[src/rtl/sisa_fetch_pkg.sv]
// Shared types and constants for the SISA instruction fetch front end.
// Latency: n/a (types only).
// Backpressure: n/a (types only).
package sisa_fetch_pkg;

  localparam int FETCH_ADDR_W = 32;
  localparam int FETCH_DATA_W = 32;
  localparam int INSTR_BYTES  = 4;

  // One prefetched instruction together with the PC it was fetched from.
  typedef struct packed {
    logic [FETCH_ADDR_W-1:0] pc;
    logic [FETCH_DATA_W-1:0] instr;
  } fetch_entry_t;

  typedef enum logic [1:0] {
    BOOT = 2'd0,
    RUN  = 2'd1,
    HALT = 2'd2
  } fetch_state_t;

endpackage

[src/rtl/fetch_fifo.sv]
// Prefetch buffer of {pc, instr} entries between the memory response path and decode.
// Latency: a pushed entry is visible at the head the cycle after the push.
// Backpressure: the producer must not push into a full, unpopped FIFO; flush empties it and overrides push.
//
// Ports:
//   clk, rst            clock, asynchronous active-high reset
//   push, push_data     write one entry
//   pop                 remove the head (ignored when empty)
//   flush               discard all entries this cycle
//   head, head_valid    oldest entry and its valid flag
//   count               number of entries held
module fetch_fifo
  import sisa_fetch_pkg::*;
#(
  parameter int DEPTH = 4
) (
  input  logic                   clk,
  input  logic                   rst,
  input  logic                   push,
  input  fetch_entry_t           push_data,
  input  logic                   pop,
  input  logic                   flush,
  output fetch_entry_t           head,
  output logic                   head_valid,
  output logic [$clog2(DEPTH):0] count
);

  localparam int PTR_W = $clog2(DEPTH);
  localparam logic [PTR_W:0] FULL_CNT = (PTR_W+1)'(DEPTH);

  fetch_entry_t     mem [DEPTH];
  logic [PTR_W-1:0] wr_ptr;
  logic [PTR_W-1:0] rd_ptr;
  logic             do_push;
  logic             do_pop;

  assign do_push = push & ~flush;
  assign do_pop  = pop & (count != '0);

  always_ff @(posedge clk or posedge rst) begin
    if (rst) begin
      wr_ptr <= '0;
      rd_ptr <= '0;
      count  <= '0;
    end else if (flush) begin
      wr_ptr <= '0;
      rd_ptr <= '0;
      count  <= '0;
    end else begin
      if (do_push) wr_ptr <= wr_ptr + 1'b1;
      if (do_pop)  rd_ptr <= rd_ptr + 1'b1;
      count <= count + (PTR_W+1)'(do_push) - (PTR_W+1)'(do_pop);
    end
  end

  // Storage needs no reset: count gates visibility of every slot.
  // Push-while-full-and-popping writes the slot the head is leaving.
  always_ff @(posedge clk) begin
    if (do_push) mem[wr_ptr] <= push_data;
  end

  assign head       = mem[rd_ptr];
  assign head_valid = (count != '0);

  a_no_overflow: assert property (@(posedge clk) disable iff (rst)
    !(push && !flush && (count == FULL_CNT) && !pop));

endmodule

[src/rtl/instr_fetch_unit.sv]
// Instruction fetch front end: sequential Avalon-MM reads into a prefetch FIFO, {pc, instr} out to decode.
// Latency: first instr_valid 3 cycles after BOOT with a zero-wait memory; one instruction per cycle sustained.
// Backpressure: reads issue only while buffered + in-flight words < DEPTH, so decode stalls never overflow the FIFO.
//
// Ports:
//   clk, reset                       clock, asynchronous active-high reset
//   reset_vector_addr                boot PC, taken in the BOOT cycle
//   redirect_valid, redirect_addr    taken branch/jump from EX (low 2 address bits ignored)
//   avm_*                            Avalon-MM pipelined read master
//   instr_valid/ready, instr_data/pc FIFO head toward decode
//   halted                           HALT_INSTR was buffered; no further issues
module instr_fetch_unit
  import sisa_fetch_pkg::*;
#(
  parameter int              ADDR_W     = FETCH_ADDR_W,
  parameter int              DATA_W     = FETCH_DATA_W,
  parameter int              DEPTH      = 4,
  parameter logic [DATA_W-1:0] HALT_INSTR = 32'h0000_0001
) (
  input  logic              clk,
  input  logic              reset,
  input  logic [ADDR_W-1:0] reset_vector_addr,
  input  logic              redirect_valid,
  input  logic [ADDR_W-1:0] redirect_addr,
  output logic [ADDR_W-1:0] avm_address,
  output logic              avm_read,
  input  logic              avm_waitrequest,
  input  logic [DATA_W-1:0] avm_readdata,
  input  logic              avm_readdatavalid,
  output logic              instr_valid,
  output logic [DATA_W-1:0] instr_data,
  output logic [ADDR_W-1:0] instr_pc,
  input  logic              instr_ready,
  output logic              halted
);

  localparam int CNT_W = $clog2(DEPTH) + 1;
  localparam logic [CNT_W:0]    CREDIT_LIMIT = (CNT_W+1)'(DEPTH);
  localparam logic [ADDR_W-1:0] PC_STEP      = ADDR_W'(INSTR_BYTES);
  localparam logic [ADDR_W-1:0] WORD_MASK    = ~ADDR_W'(INSTR_BYTES-1);

  fetch_state_t      state;
  fetch_state_t      state_nxt;
  logic [ADDR_W-1:0] fetch_pc;
  logic [ADDR_W-1:0] resp_pc;
  logic [ADDR_W-1:0] held_addr;
  logic              held_vld;
  logic              held_stale;
  logic [CNT_W-1:0]  outstanding;
  logic [CNT_W-1:0]  outstanding_nxt;
  logic [CNT_W-1:0]  discard_cnt;
  logic [CNT_W-1:0]  fifo_count;
  logic [CNT_W:0]    credit_sum;
  logic              issue_ok;
  logic              accept;
  logic              rdv;
  logic              push;
  logic              pop;
  fetch_entry_t      push_entry;
  fetch_entry_t      head;

  // Credit uses registered counts only, keeping avm_read free of input-to-output paths.
  assign credit_sum = {1'b0, fifo_count} + {1'b0, outstanding};
  assign issue_ok   = (state == RUN) && (credit_sum < CREDIT_LIMIT);

  // A stalled request is replayed from held_addr so the bus stays stable even if
  // fetch_pc moves (redirect) or issuing stops (HALT) while waitrequest is high.
  assign avm_read    = held_vld | issue_ok;
  assign avm_address = held_vld ? held_addr : fetch_pc;

  assign accept = avm_read & ~avm_waitrequest;
  // Ignore strobes with nothing in flight (e.g. a response racing a reset).
  assign rdv    = avm_readdatavalid & (outstanding != '0);
  assign push   = rdv & ~redirect_valid & (discard_cnt == '0);
  assign pop    = instr_valid & instr_ready;

  assign outstanding_nxt = outstanding + CNT_W'(accept) - CNT_W'(rdv);

  assign push_entry = '{pc: resp_pc, instr: avm_readdata};

  always_comb begin
    state_nxt = state;
    case (state)
      BOOT:    state_nxt = RUN;
      RUN:     if (push && (avm_readdata == HALT_INSTR)) state_nxt = HALT;
      HALT:    state_nxt = HALT;
      default: state_nxt = BOOT;
    endcase
    if (redirect_valid) state_nxt = RUN;
  end

  always_ff @(posedge clk or posedge reset) begin
    if (reset) state <= BOOT;
    else       state <= state_nxt;
  end

  always_ff @(posedge clk or posedge reset) begin
    if (reset) begin
      fetch_pc    <= '0;
      resp_pc     <= '0;
      held_addr   <= '0;
      held_vld    <= 1'b0;
      held_stale  <= 1'b0;
      outstanding <= '0;
      discard_cnt <= '0;
    end else begin
      outstanding <= outstanding_nxt;
      held_vld    <= avm_read & avm_waitrequest;
      held_addr   <= avm_address;
      // A request stalled across a redirect belongs to the old stream.
      held_stale  <= avm_read & avm_waitrequest & (redirect_valid | held_stale);
      if (redirect_valid) begin
        fetch_pc    <= redirect_addr & WORD_MASK;
        resp_pc     <= redirect_addr & WORD_MASK;
        // Everything still in flight after this cycle is from the old stream.
        discard_cnt <= outstanding_nxt;
      end else if (state == BOOT) begin
        fetch_pc <= reset_vector_addr & WORD_MASK;
        resp_pc  <= reset_vector_addr & WORD_MASK;
      end else begin
        // A stale replay completes without advancing the new stream's PC,
        // and its response joins the discard count.
        if (accept && !held_stale) fetch_pc <= fetch_pc + PC_STEP;
        if (push)                  resp_pc  <= resp_pc + PC_STEP;
        discard_cnt <= discard_cnt + CNT_W'(accept & held_stale)
                                   - CNT_W'(rdv & (discard_cnt != '0));
      end
    end
  end

  fetch_fifo #(
    .DEPTH(DEPTH)
  ) u_fifo (
    .clk        (clk),
    .rst        (reset),
    .push       (push),
    .push_data  (push_entry),
    .pop        (pop),
    .flush      (redirect_valid),
    .head       (head),
    .head_valid (instr_valid),
    .count      (fifo_count)
  );

  assign instr_pc   = head.pc;
  assign instr_data = head.instr;
  assign halted     = (state == HALT);

endmodule

[config.mk]
export PLATFORM = sky130hd
export DESIGN_NAME = instr_fetch_unit
export DESIGN_NICKNAME = d
export VERILOG_FILES = /design/src/rtl/sisa_fetch_pkg.sv /design/src/rtl/fetch_fifo.sv /design/src/rtl/instr_fetch_unit.sv
export SDC_FILE = /design/constraint.sdc
export NUM_CORES = 1
export LEC_CHECK = 0
export BUFFER_PORTS_ARGS = -buffer_cell sky130_fd_sc_hd__buf_2
export CAP_MARGIN = 0
export CORE_MARGIN = 10
export CORE_UTILIZATION = 45
export CTS_CLUSTER_SIZE = 12
export DETAILED_ROUTE_END_ITERATION = 6
export SYNTH_ARGS = -nofsm -noshare
export SYNTH_HDL_FRONTEND = slang
export SYNTH_SLANG_ARGS = --single-unit
[constraint.sdc]
create_clock -name clk -period 9.9 [get_ports clk]
set_clock_uncertainty 0.05 [all_clocks]
set_input_delay 0 -clock clk [delete_from_list [all_inputs] [get_ports clk]]
set_output_delay 0 -clock clk [all_outputs]
set_load 0.03 [all_outputs]
Yosys cells after proc, flatten, opt, wreduce, memory -nomap -nowiden
Memory sizes are Yosys's and may differ from the RTL's.
Cells that the tools add are included.
{ "totals": {"ff_bits": 113, "latchBits": 0, "mem_bits_rw": 256, "romBits": 0, "in_bits": 102, "out_inout_bits": 99, "elab_cells": 76, "memories": 1} }
{ "mem_list": {"columns": ["name", "words", "width", "read_ports", "rd_clocked_by_memory_dff", "write_ports", "line_no", "rtl"], "rows": [
  ["u_fifo.mem", 4, 64, 1, 0, 1, "fetch_fifo.sv:31", "fetch_entry_t mem [DEPTH];"]
]} }
{ "classes": {"n_addsub": 11, "mul": 0, "div": 0, "magnitude_cmp": 1, "n_eq_ne": 5, "shifts": 0, "mux": 19, "n_bitwise": 15, "n_reduce_logical": 13} }
{ "ops": {"columns": ["operator", "n"], "rows": [
  ["two-way mux 32 bit", 7],
  ["adder 32 x 3 -> 32 bit, second input constant", 2],
  ["equality test 32 x 1 -> 1 bit, second input constant", 1],
  ["nonzero test 3 bit", 5],
  ["two-way mux 2 bit", 6],
  ["AND 1 bit", 11],
  ["adder 3 x 1 -> 3 bit", 3],
  ["two-way mux 3 bit", 3],
  ["subtractor 3 x 1 -> 3 bit", 3],
  ["one-hot mux 2 bit (3 select lines)", 1],
  ["adder 2 x 1 -> 2 bit, second input constant", 2],
  ["adder 3 x 3 -> 4 bit", 1],
  ["less-than comparator 4 x 3 -> 1 bit, second input constant", 1],
  ["nonzero test 2 bit", 2],
  ["logical AND 1 bit", 3],
  ["logical NOT 3 bit", 1],
  ["!= test 3 x 2 -> 1 bit, second input constant", 1],
  ["equality test 2 x 1 -> 1 bit, second input constant", 1],
  ["equality test 2 bit, second input constant", 1],
  ["logical NOT 2 bit", 1],
  ["two-way mux 1 bit", 2],
  ["!= test 2 bit, second input constant", 1],
  ["inverter 1 bit", 2],
  ["bitwise OR 1 bit", 2],
  ["logical NOT 1 bit", 1]
]} }

Longest topological paths before layout
Gate-level depths: netlist of run 1.
{ "depth": {"ltp_word": 10, "depth_mapped": 15, "depth_no_buf": 15} }

Hierarchy
Synthesis of run 1 repeated with hierarchy kept, for this count alone.
{ "unflattened": {"hier_cells": 1005, "hier_area_um2": 15547.4} }
{ "modules_own_cells": {"columns": ["mod", "instances", "cells_per_inst", "area_per_inst_um2", "seq_area_each_um2"], "rows": [
  ["fetch_fifo", 1, 378, 9731.8, 7862.5],
  ["instr_fetch_unit", 1, 627, 5815.6, 2552.4]
]} }

Least setup slack after synthesis of run 1
Ideal clock, no wire load.
{ "synth_path": {"path_kind": "register to register", "startpoint": "register discard_cnt[1]", "endpoint": "memory u_fifo.mem[0][0] (netlist bit), enable pin", "setup_time_ps": 426, "arrival_ps": 2779, "required_ps": 9424, "path_slack_ps": 6644, "path_stages_with_launch": 5, "n_path_buf": 0, "period_less_slack_ps": 3256, "cell_sequence": "dfrtp_1 or3_1 or3_1 inv_2 and2_1"} }
{ "synth_between": {"elab_chain_cells": 5} }
{ "synth_rtl": {"columns": ["element", "line_no", "rtl"], "rows": [
  ["from (decl)", "instr_fetch_unit.sv:51", "logic [CNT_W-1:0] discard_cnt;"],
  ["from (signal assigned)", "instr_fetch_unit.sv:116", "discard_cnt <= outstanding_nxt;"],
  ["from (signal assigned)", "instr_fetch_unit.sv:125", "discard_cnt <= discard_cnt + CNT_W'(accept & held_stale)"],
  ["logical NOT 3 bit", "instr_fetch_unit.sv:74", "assign push = rdv & ~redirect_valid & (discard_cnt == '0);"],
  ["AND 1 bit", "instr_fetch_unit.sv:74", null],
  ["AND 1 bit", "fetch_fifo.sv:37", "assign do_push = push & ~flush;"],
  ["two-way mux 1 bit", "fetch_fifo.sv:59", "if (do_push) mem[wr_ptr] <= push_data;"],
  ["two-way mux 1 bit (not written as such)", "fetch_fifo.sv:59", null],
  ["to (decl)", "fetch_fifo.sv:31", null]
]} }
No other way between the ends.

Final worst setup path of run 1
{ "layout_path": {"startpoint": "register discard_cnt[1]", "endpoint": "memory u_fifo.mem[1][31] (netlist bit), enable pin"} }
The elaborated chain is that of the path after synthesis.

==> results of run 1 <==
## per-layer routing
| metal | vias to the layer above | share of wire | GRT usage |
|---|---|---|---|
| li1 | 4510 | - | - |
| met1 | 4996 | 0.45 | 0.254 |
| met2 | 382 | 0.46 | 0.285 |
| met3 | 50 | 0.072 | 0.0416 |
| met4 | 0 | 0.018 | 0.0453 |
| met5 | - | 0 | 0 |
## critical path, stage by stage (launching register included)
cell and delay (ns):
dfrtp_1 0.42, or3_1 0.47, or3_1 0.59, inv_2 0.29, and2_2 0.53, buf_4 0.66
## flip-flops by register name (all words and copies together) (netlist names)
register / cells
discard_cnt: 3
fetch_pc: 30
u_fifo.wr_ptr: 2
u_fifo.mem: 248
u_fifo.count: 3
u_fifo.rd_ptr: 2
held_stale: 1
held_vld: 1
outstanding: 3
resp_pc: 30
state: 2
held_addr: 32
## per-stage QoR
step | setup WS, ns | util
floorplan | 6.64 | -
global placement | 6.42 | 0.497
detailed placement | 6.44 | 0.497
CTS | 6.42 | 0.565
global route | 6.28 | 0.565
finish | 6.49 | 0.565
## power groups by stage
stage          combinational (mW)  sequential (mW)  clock [mW]
2_1_floorplan                1.20             2.02           0
3_3_place_gp                 1.57             2.12           0
3_5_place_dp                 1.58             2.13           0
4_1_cts                      1.66             2.10        1.32
5_1_grt                      1.78             2.14        1.39
6_report                     1.64             2.11        1.29
## cell usage after synthesis, drive strengths merged (9+ instances only)
cell type  instances
a21oi             72
a22oi             26
a2bb2oi           10
and2               9
and3              11
buf               20
clkbuf            23
dfrtp            109
edfxtp           248
ha                17
inv               26
mux2              27
mux4              62
nand2             64
nand3             29
nand4             18
nor2              27
nor3              15
nor4              15
o21ai             45
o31ai             19
xnor2             12
## path summary, 6_finish.rpt
path / cells past startpoint / end / startpoint
max reg2reg: 5 / u_fifo.mem[1][31]$_DFFE_PP_ / discard_cnt[1]$_DFFE_PP0P_
max: 5 / u_fifo.mem[1][31]$_DFFE_PP_ / discard_cnt[1]$_DFFE_PP0P_
max in group asynchronous: 4 / resp_pc[30]$_DFFE_PP0P_ / reset
min in group asynchronous: 3 / held_addr[10]$_DFF_PP0_ / reset
min: 5 / resp_pc[6]$_DFFE_PP0P_ / redirect_addr[6]
min reg2reg: 1 / held_addr[1]$_DFF_PP0_ / held_addr[1]$_DFF_PP0_
## what timing repair did
action	4_1_cts	5_1_grt
hold endpoints to repair	228	0
hold buffers	113	0
resized for setup	0	0
setup buffers	0	0
## cells by family (layout without fill, tap and decap cells)
family | after synthesis | after routing | share of synthesized area
AOI/OAI and AO/OA | 209 | 209 | 0.0880
buffers and inverters | 69 | 411 | 0.0199
adders and majority gates | 20 | 20 | 0.0180
xor gates and xnor gates | 18 | 18 | 0.0104
DFF | 357 | 357 | 0.673
other | 1 | 2 | 0.000248
and+or+nand+nor | 214 | 214 | 0.0755
muxes | 93 | 93 | 0.115
## area by class of cell
type / count / area share
flip-flops and latches: 357 / 0.540
well taps: 448 / 0.0298
clock buffers: 55 / 0.0566
clock inverters: 10 / 0.00365
inverters: 26 / 0.00531
multi-input cells: 556 / 0.247
repair buffers: 320 / 0.117
==> reports/metrics.yaml, run 1 <==
run_status:
  status: "finished clean"
placed_design:
  gp_congestion: 0.883
  place.detailed.hpwl_mm: 24.3
  post_dp_cell_area_mm2: 0.0166
  io_buffer_count: 194
  dp_cells: 1594
routing:
  drc: 0
  antenna_left: 0
  routed-via-count: 9938
  routed_wl_mm: 38.1
  drtPass1Iterations: 5
  drt_iter0_markers: 793
  wl_per_cell_um: 21.5
  avgViaCountPerCell: 5.61
timing:
  rsz0062_at_grt: "no"
  period_needed_ns: 3.41
  drv_slew: 0
  hold_violations: 0
  relSlewSlack: 0.358
  worst_slew_pin_slew_ns: 0.963
  hold_slack_ns: 0.0221
  fmax_mhz: 293
  fin_crit_sh: 0.345
  totalNegativeSetupSlack_ns: 0
  setup_viol_count_final: 0
synth:
  ys_ff_latch: 357
  synth_warnings: 0
  synth-main-ff-cell: "edfxtp_1"
  synth_edf_count: 248
  seq_area_frac_synth: 0.673
  synth_area_per_cell_um2: 15.4
  synthCells: 981
  ys_types: 65
  yosysTopAreaCell: "edfxtp_1"
  netlist_area_mm2: 0.0151
  synth_area_leaders: "edfxtp_1, dfrtp_1, mux4_2"
  synthArstFlopShare: 0.305
  synth_top_area_frac: 0.493
floorplan:
  num_io_pins: 201
  initial_core_util: 0.453
  core_mm2: 0.0334
  die_width_um: 203
  rows: 67
  die_y_um: 203
  die_area_mm2: 0.0413
finish:
  antenna_cells: 0
  final_nets: 1421
  stdcell_count: 1772
  n_fill_cell: 2699
  multi_input_comb_area_mm2: 0.00466
  syn_to_final_growth_pct: 24.6
  seqCellArea_mm2: 0.0102
  drive_above_1_share: 0.278
  final_area_mm2: 0.0188
  layout_commonest_cell: "edfxtp_1"
  most-common-layout-cells: "edfxtp_1, buf_2, dlygate4sd3_1, dfrtp_1, a21oi_1"
pwr:
  clkPwrFrac: 0.256
  finalPower_mw: 5.04
  cellPowerDensity_mw_per_mm2: 267
  p_seq_frac: 0.419
  switching_share: 0.355
  p_int_mw: 3.25
  switchingPower_mw: 1.79
  leakage_nw: 6.99
  ir_drop_v: 0.000154
  pwr-share-comb: 0.325
clock_tree:
  cts_tree: "done"
  cts_buffers: 38
  cts_max_level: 2
  cts_buffer_depth: 3
  cts_root_buf: "clkbuf_16"
  clkSlewWorstSetupHoldPaths_ns: 0.06
  clk_latency_ns: 0.52
  numClockSinks: 357
setup_path:
  r2r_slack_ns: 6.49
  start_kind: "register"
  worstSetupPathType: "reg2reg"
  required_ns: 9.99
  endpoint_kind: "register"
  worst_ep_arrival_time_ns: 3.50
  cp_max_fo: 44
global_route:
  gr-total-overflow: 0
  grt_pass1_vias: 10200
  antenna_found_initial: 0
  grt_pass1_wl_mm: 59.6
  grtUsageTotal: 0.182
  grt_max_degree: 70
worst_hold_path:
  hp-class: "in2reg"
job:
  maxCapViolCount: 0
Note: power is estimated with default switching activity, not from simulation.
==> run 2, diff against run 1 <==
--- a/config.mk
+++ b/config.mk
@@ -5,12 +5,14 @@
 export SDC_FILE = /design/constraint.sdc
 export NUM_CORES = 1
 export LEC_CHECK = 0
+export ABC_AREA = 1
 export BUFFER_PORTS_ARGS = -buffer_cell sky130_fd_sc_hd__buf_2
 export CAP_MARGIN = 0
 export CORE_MARGIN = 10
 export CORE_UTILIZATION = 45
 export CTS_CLUSTER_SIZE = 12
 export DETAILED_ROUTE_END_ITERATION = 6
+export PLACE_DENSITY = 0.67
 export SYNTH_ARGS = -nofsm -noshare
 export SYNTH_HDL_FRONTEND = slang
 export SYNTH_SLANG_ARGS = --single-unit
==> constraint.sdc (replaced) <==
create_clock -name clk -period 2.9 [get_ports clk]
set_clock_uncertainty 0.05 [all_clocks]
set_input_delay 0 -clock clk [delete_from_list [all_inputs] [get_ports clk]]
set_output_delay 0 -clock clk [all_outputs]
set_load 0.03 [all_outputs]
==> reports/metrics.yaml, run 2 <==
synth:
  netlist_area_mm2: 0.0160  # +6.1%
  synth_edf_count: 248  # unchanged
  seq_area_frac_synth: 0.634  # -0.0389
  yosysTopAreaCell: "edfxtp_1"
  synth.top_cells.by_count: "nand2_1, nor2_1, edfxtp_1, o21ai_0, dfrtp_1"
  ys_ff_latch: 357  # unchanged
  ys_types: 37  # -43%
  synth_top_area_frac: 0.464  # -0.0285
  synthArstFlopShare: 0.305  # unchanged
  synth-main-ff-cell: "edfxtp_1"
  synthCells: 1597  # +63%
  synth_warnings: 0  # unchanged
  synth_most_common_cell: "nand2_1"
  synth_area_leaders: "edfxtp_1, dfrtp_1, nand2_1"
  synth_area_per_cell_um2: 10.0  # -35%
setup_path:
  critPathLaunch: "outstanding[2]$_DFF_PP0_"
  cpMostUsedCell: "ha_1"
  r2r_slack_ns: 0.22  # -6.27 ns
  required_ns: 3.27  # -6.72 ns
  worstSetupPathType: "reg2reg"
  worst_ep_arrival_time_ns: 3.05  # -0.45 ns
  start_kind: "register"
  cp_cell_sequence: "ha_1 > nor2_1 > nand3_2 > nand2_2 > nand3_1 > ha_1 > inv_1 > ha_1 > fa_2 > xnor2_2 > xor2_1 > nand2_1 > o211ai_1 > nand2_1"
  endpoint_kind: "register"
  cp_max_fo: 5  # -89%
  worstPathBufferInverterCount: 1  # -1
  reg2reg_from: "outstanding[2]$_DFF_PP0_"
  critical_path.slowest_cell: "dfrtp_1"
  critical_path.top_delay_family: "adder cells"
  cp_slowest_stage_delay_ns: 0.41  # -0.25 ns
worst_hold_path:
  hp-class: "in2async"
finish:
  seqCellArea_mm2: 0.0102  # about the same
  multi_input_comb_area_mm2: 0.00516  # +11%
  largest_register_ffs: 248  # unchanged
  reg_top3: "u_fifo.mem x248, held_addr x32"
  most-common-layout-cells: "nand2_1, nor2_1, edfxtp_1, buf_2, o21ai_0"
  final_nets: 2004  # +41%
  n_fill_cell: 2996  # +11%
  syn_to_final_growth_pct: 23.2
  regMostFlops: "u_fifo.mem"
  antenna_cells: 0  # unchanged
  drive_above_1_share: 0.161  # -0.117
  layout_commonest_cell: "nand2_1"
routing:
  routed_wl_mm: 41.7  # +9.6%
  wl_per_cell_um: 17.6  # -18%
  drtPass1Iterations: 5  # unchanged
  drc: 0  # unchanged
  routed-via-count: 12400  # +25%
  avgViaCountPerCell: 5.23  # -6.7%
  drt_iter0_markers: 763  # -3.8%
  antenna_left: 0  # unchanged
timing:
  totalNegativeSetupSlack_ns: 0  # unchanged
  hold_violations: 0  # unchanged
  setup_viol_count_final: 0  # unchanged
  relSlewSlack: 0.334  # -0.0242
  fin_crit_sh: 0.925  # +0.580
  worst_slew_pin_slew_ns: 0.998  # +0.0341 ns
  period_needed_ns: 2.68  # -0.732 ns
  rsz0062_at_grt: "no"
  hold_slack_ns: 0.186  # +0.164 ns
  fmax_mhz: 373  # +27%
  drv_slew: 0  # unchanged
clock_tree:
  numClockSinks: 357  # unchanged
  clk_latency_ns: 0.54  # +0.02 ns
  cts_root_buf: "clkbuf_16"
  clkSlewWorstSetupHoldPaths_ns: 0.06  # about the same
  cts_max_level: 2  # unchanged
  cts_buffer_depth: 3  # unchanged
  cts_tree: "done"
  cts_buffers: 39  # +2.6%
pwr:
  cellPowerDensity_mw_per_mm2: 925  # +250%
  leakage_nw: 7.93  # +13%
  ir_drop_v: 0.000629  # +310%
global_route:
  gr-total-overflow: 0  # unchanged
  grt_max_degree: 83  # +19%
  grtUsageTotal: 0.186  # +0.00372
  use_met3: 0.0368  # -0.00473
  antenna_found_initial: 0  # unchanged
  met1_usage: 0.244  # -0.0106
  grt_pass1_vias: 12300  # +20%
  busiest_layer: "met2"
  use_met2: 0.306  # +0.0215
  grt_pass1_wl_mm: 66.2  # +11%
floorplan:
  num_io_pins: 201  # unchanged
  die_area_mm2: 0.0436  # +5.5%
  die_width_um: 209  # +2.7%
  die_y_um: 209  # +2.7%
  core_mm2: 0.0354  # +6.1%
  rows: 69  # +3.0%
  initial_core_util: 0.453  # about the same
run_status:
  status: "finished clean"
placed_design:
  place.detailed.hpwl_mm: 26.9  # +11%
  gp_congestion: 0.848  # -4.0%
  io_buffer_count: 194  # unchanged
job:
  maxCapViolCount: 0  # unchanged
-- run 2: changes by cell type after synthesis, sizes merged, moves of 22 or more --
cell	change
inv	+78
o21ai	+150
nand3	+36
mux2	-27
nor2	+264
mux4	-62
a21oi	-22
o22ai	+59
nand2	+238
-- run 2: cell type report --
cell class                 instances  area share
clock buffer                      50      0.0514
clock inverter                    16     0.00842
timing repair buffer             320       0.115
multi-input combinational       1058       0.261
tap                              461      0.0292
inverter                         106      0.0204
sequential                       357       0.515
-- run 2: through the flow --
step                total power, mW  utilization  cells  instance area [um2]  setup WS, ns
floorplan                      11.6            -   1598                16100       -0.0679
global placement               13.4        0.496   2199                17500         0.191
detailed placement             13.5        0.496   2199                17500         0.138
CTS                            18.4        0.558   2367                19800         0.139
global route                   19.4        0.559   2368                19800       0.00803
finish                         18.3        0.559   2368                19800         0.219
-- run 2: power breakdown --
group | total, mW | switching [mW] | internal [mW]
Clock | 4.63 | 1.96 | 2.67
Sequential | 7.42 | 0.920 | 6.50
Combinational | 6.24 | 4.33 | 1.91
-- run 2: final timing paths --
check,endpoint,depth (start not counted)
worst max-delay path,discard_cnt[2]$_DFFE_PP0P_,14
worst min-delay path,held_vld$_DFF_PP0_,3
worst max register to register,discard_cnt[2]$_DFFE_PP0P_,14
worst min register to register,held_addr[0]$_DFF_PP0_,2
max in group asynchronous,held_addr[28]$_DFF_PP0_,4
min in group clk,u_fifo.mem[3][13]$_DFFE_PP_,2
-- run 2: cells by family (layout without fill, tap and decap cells) --
| group | count (synthesis) | count (layout) | synth area share |
|---|---|---|---|
| AO/OA/AOI/OAI | 338 | 338 | 0.116 |
| XOR/XNOR | 19 | 19 | 0.0104 |
| adder cells (fa/ha/maj) | 20 | 20 | 0.0170 |
| buffers and inverters | 183 | 492 | 0.0475 |
| flip-flops | 357 | 357 | 0.634 |
| other | 1 | 2 | 0.000234 |
| AND/OR/NAND/NOR | 679 | 679 | 0.175 |
-- run 2: worst min-delay path, stage by stage --
cell and delay [ns]:
dlygate4sd3_1 0.53, buf_2 0.13, clkinvlp_4 0.64
-- run 2: timing repair --
| action | in CTS | in global routing |
|---|---|---|
| setup endpoints to repair | 0 | 1 |
| gates resized for setup | 0 | 3 |
| endpoints found under the hold margin | 240 | 0 |
| hold buffers | 102 | 0 |
| buffers inserted | 0 | 1 |
-- run 2: metal layers --
metal / vias up / share of wire
li1: 6023 / -
met1: 5894 / 0.44
met2: 406 / 0.47
met3: 65 / 0.067
met4: 0 / 0.026
met5: - / 0
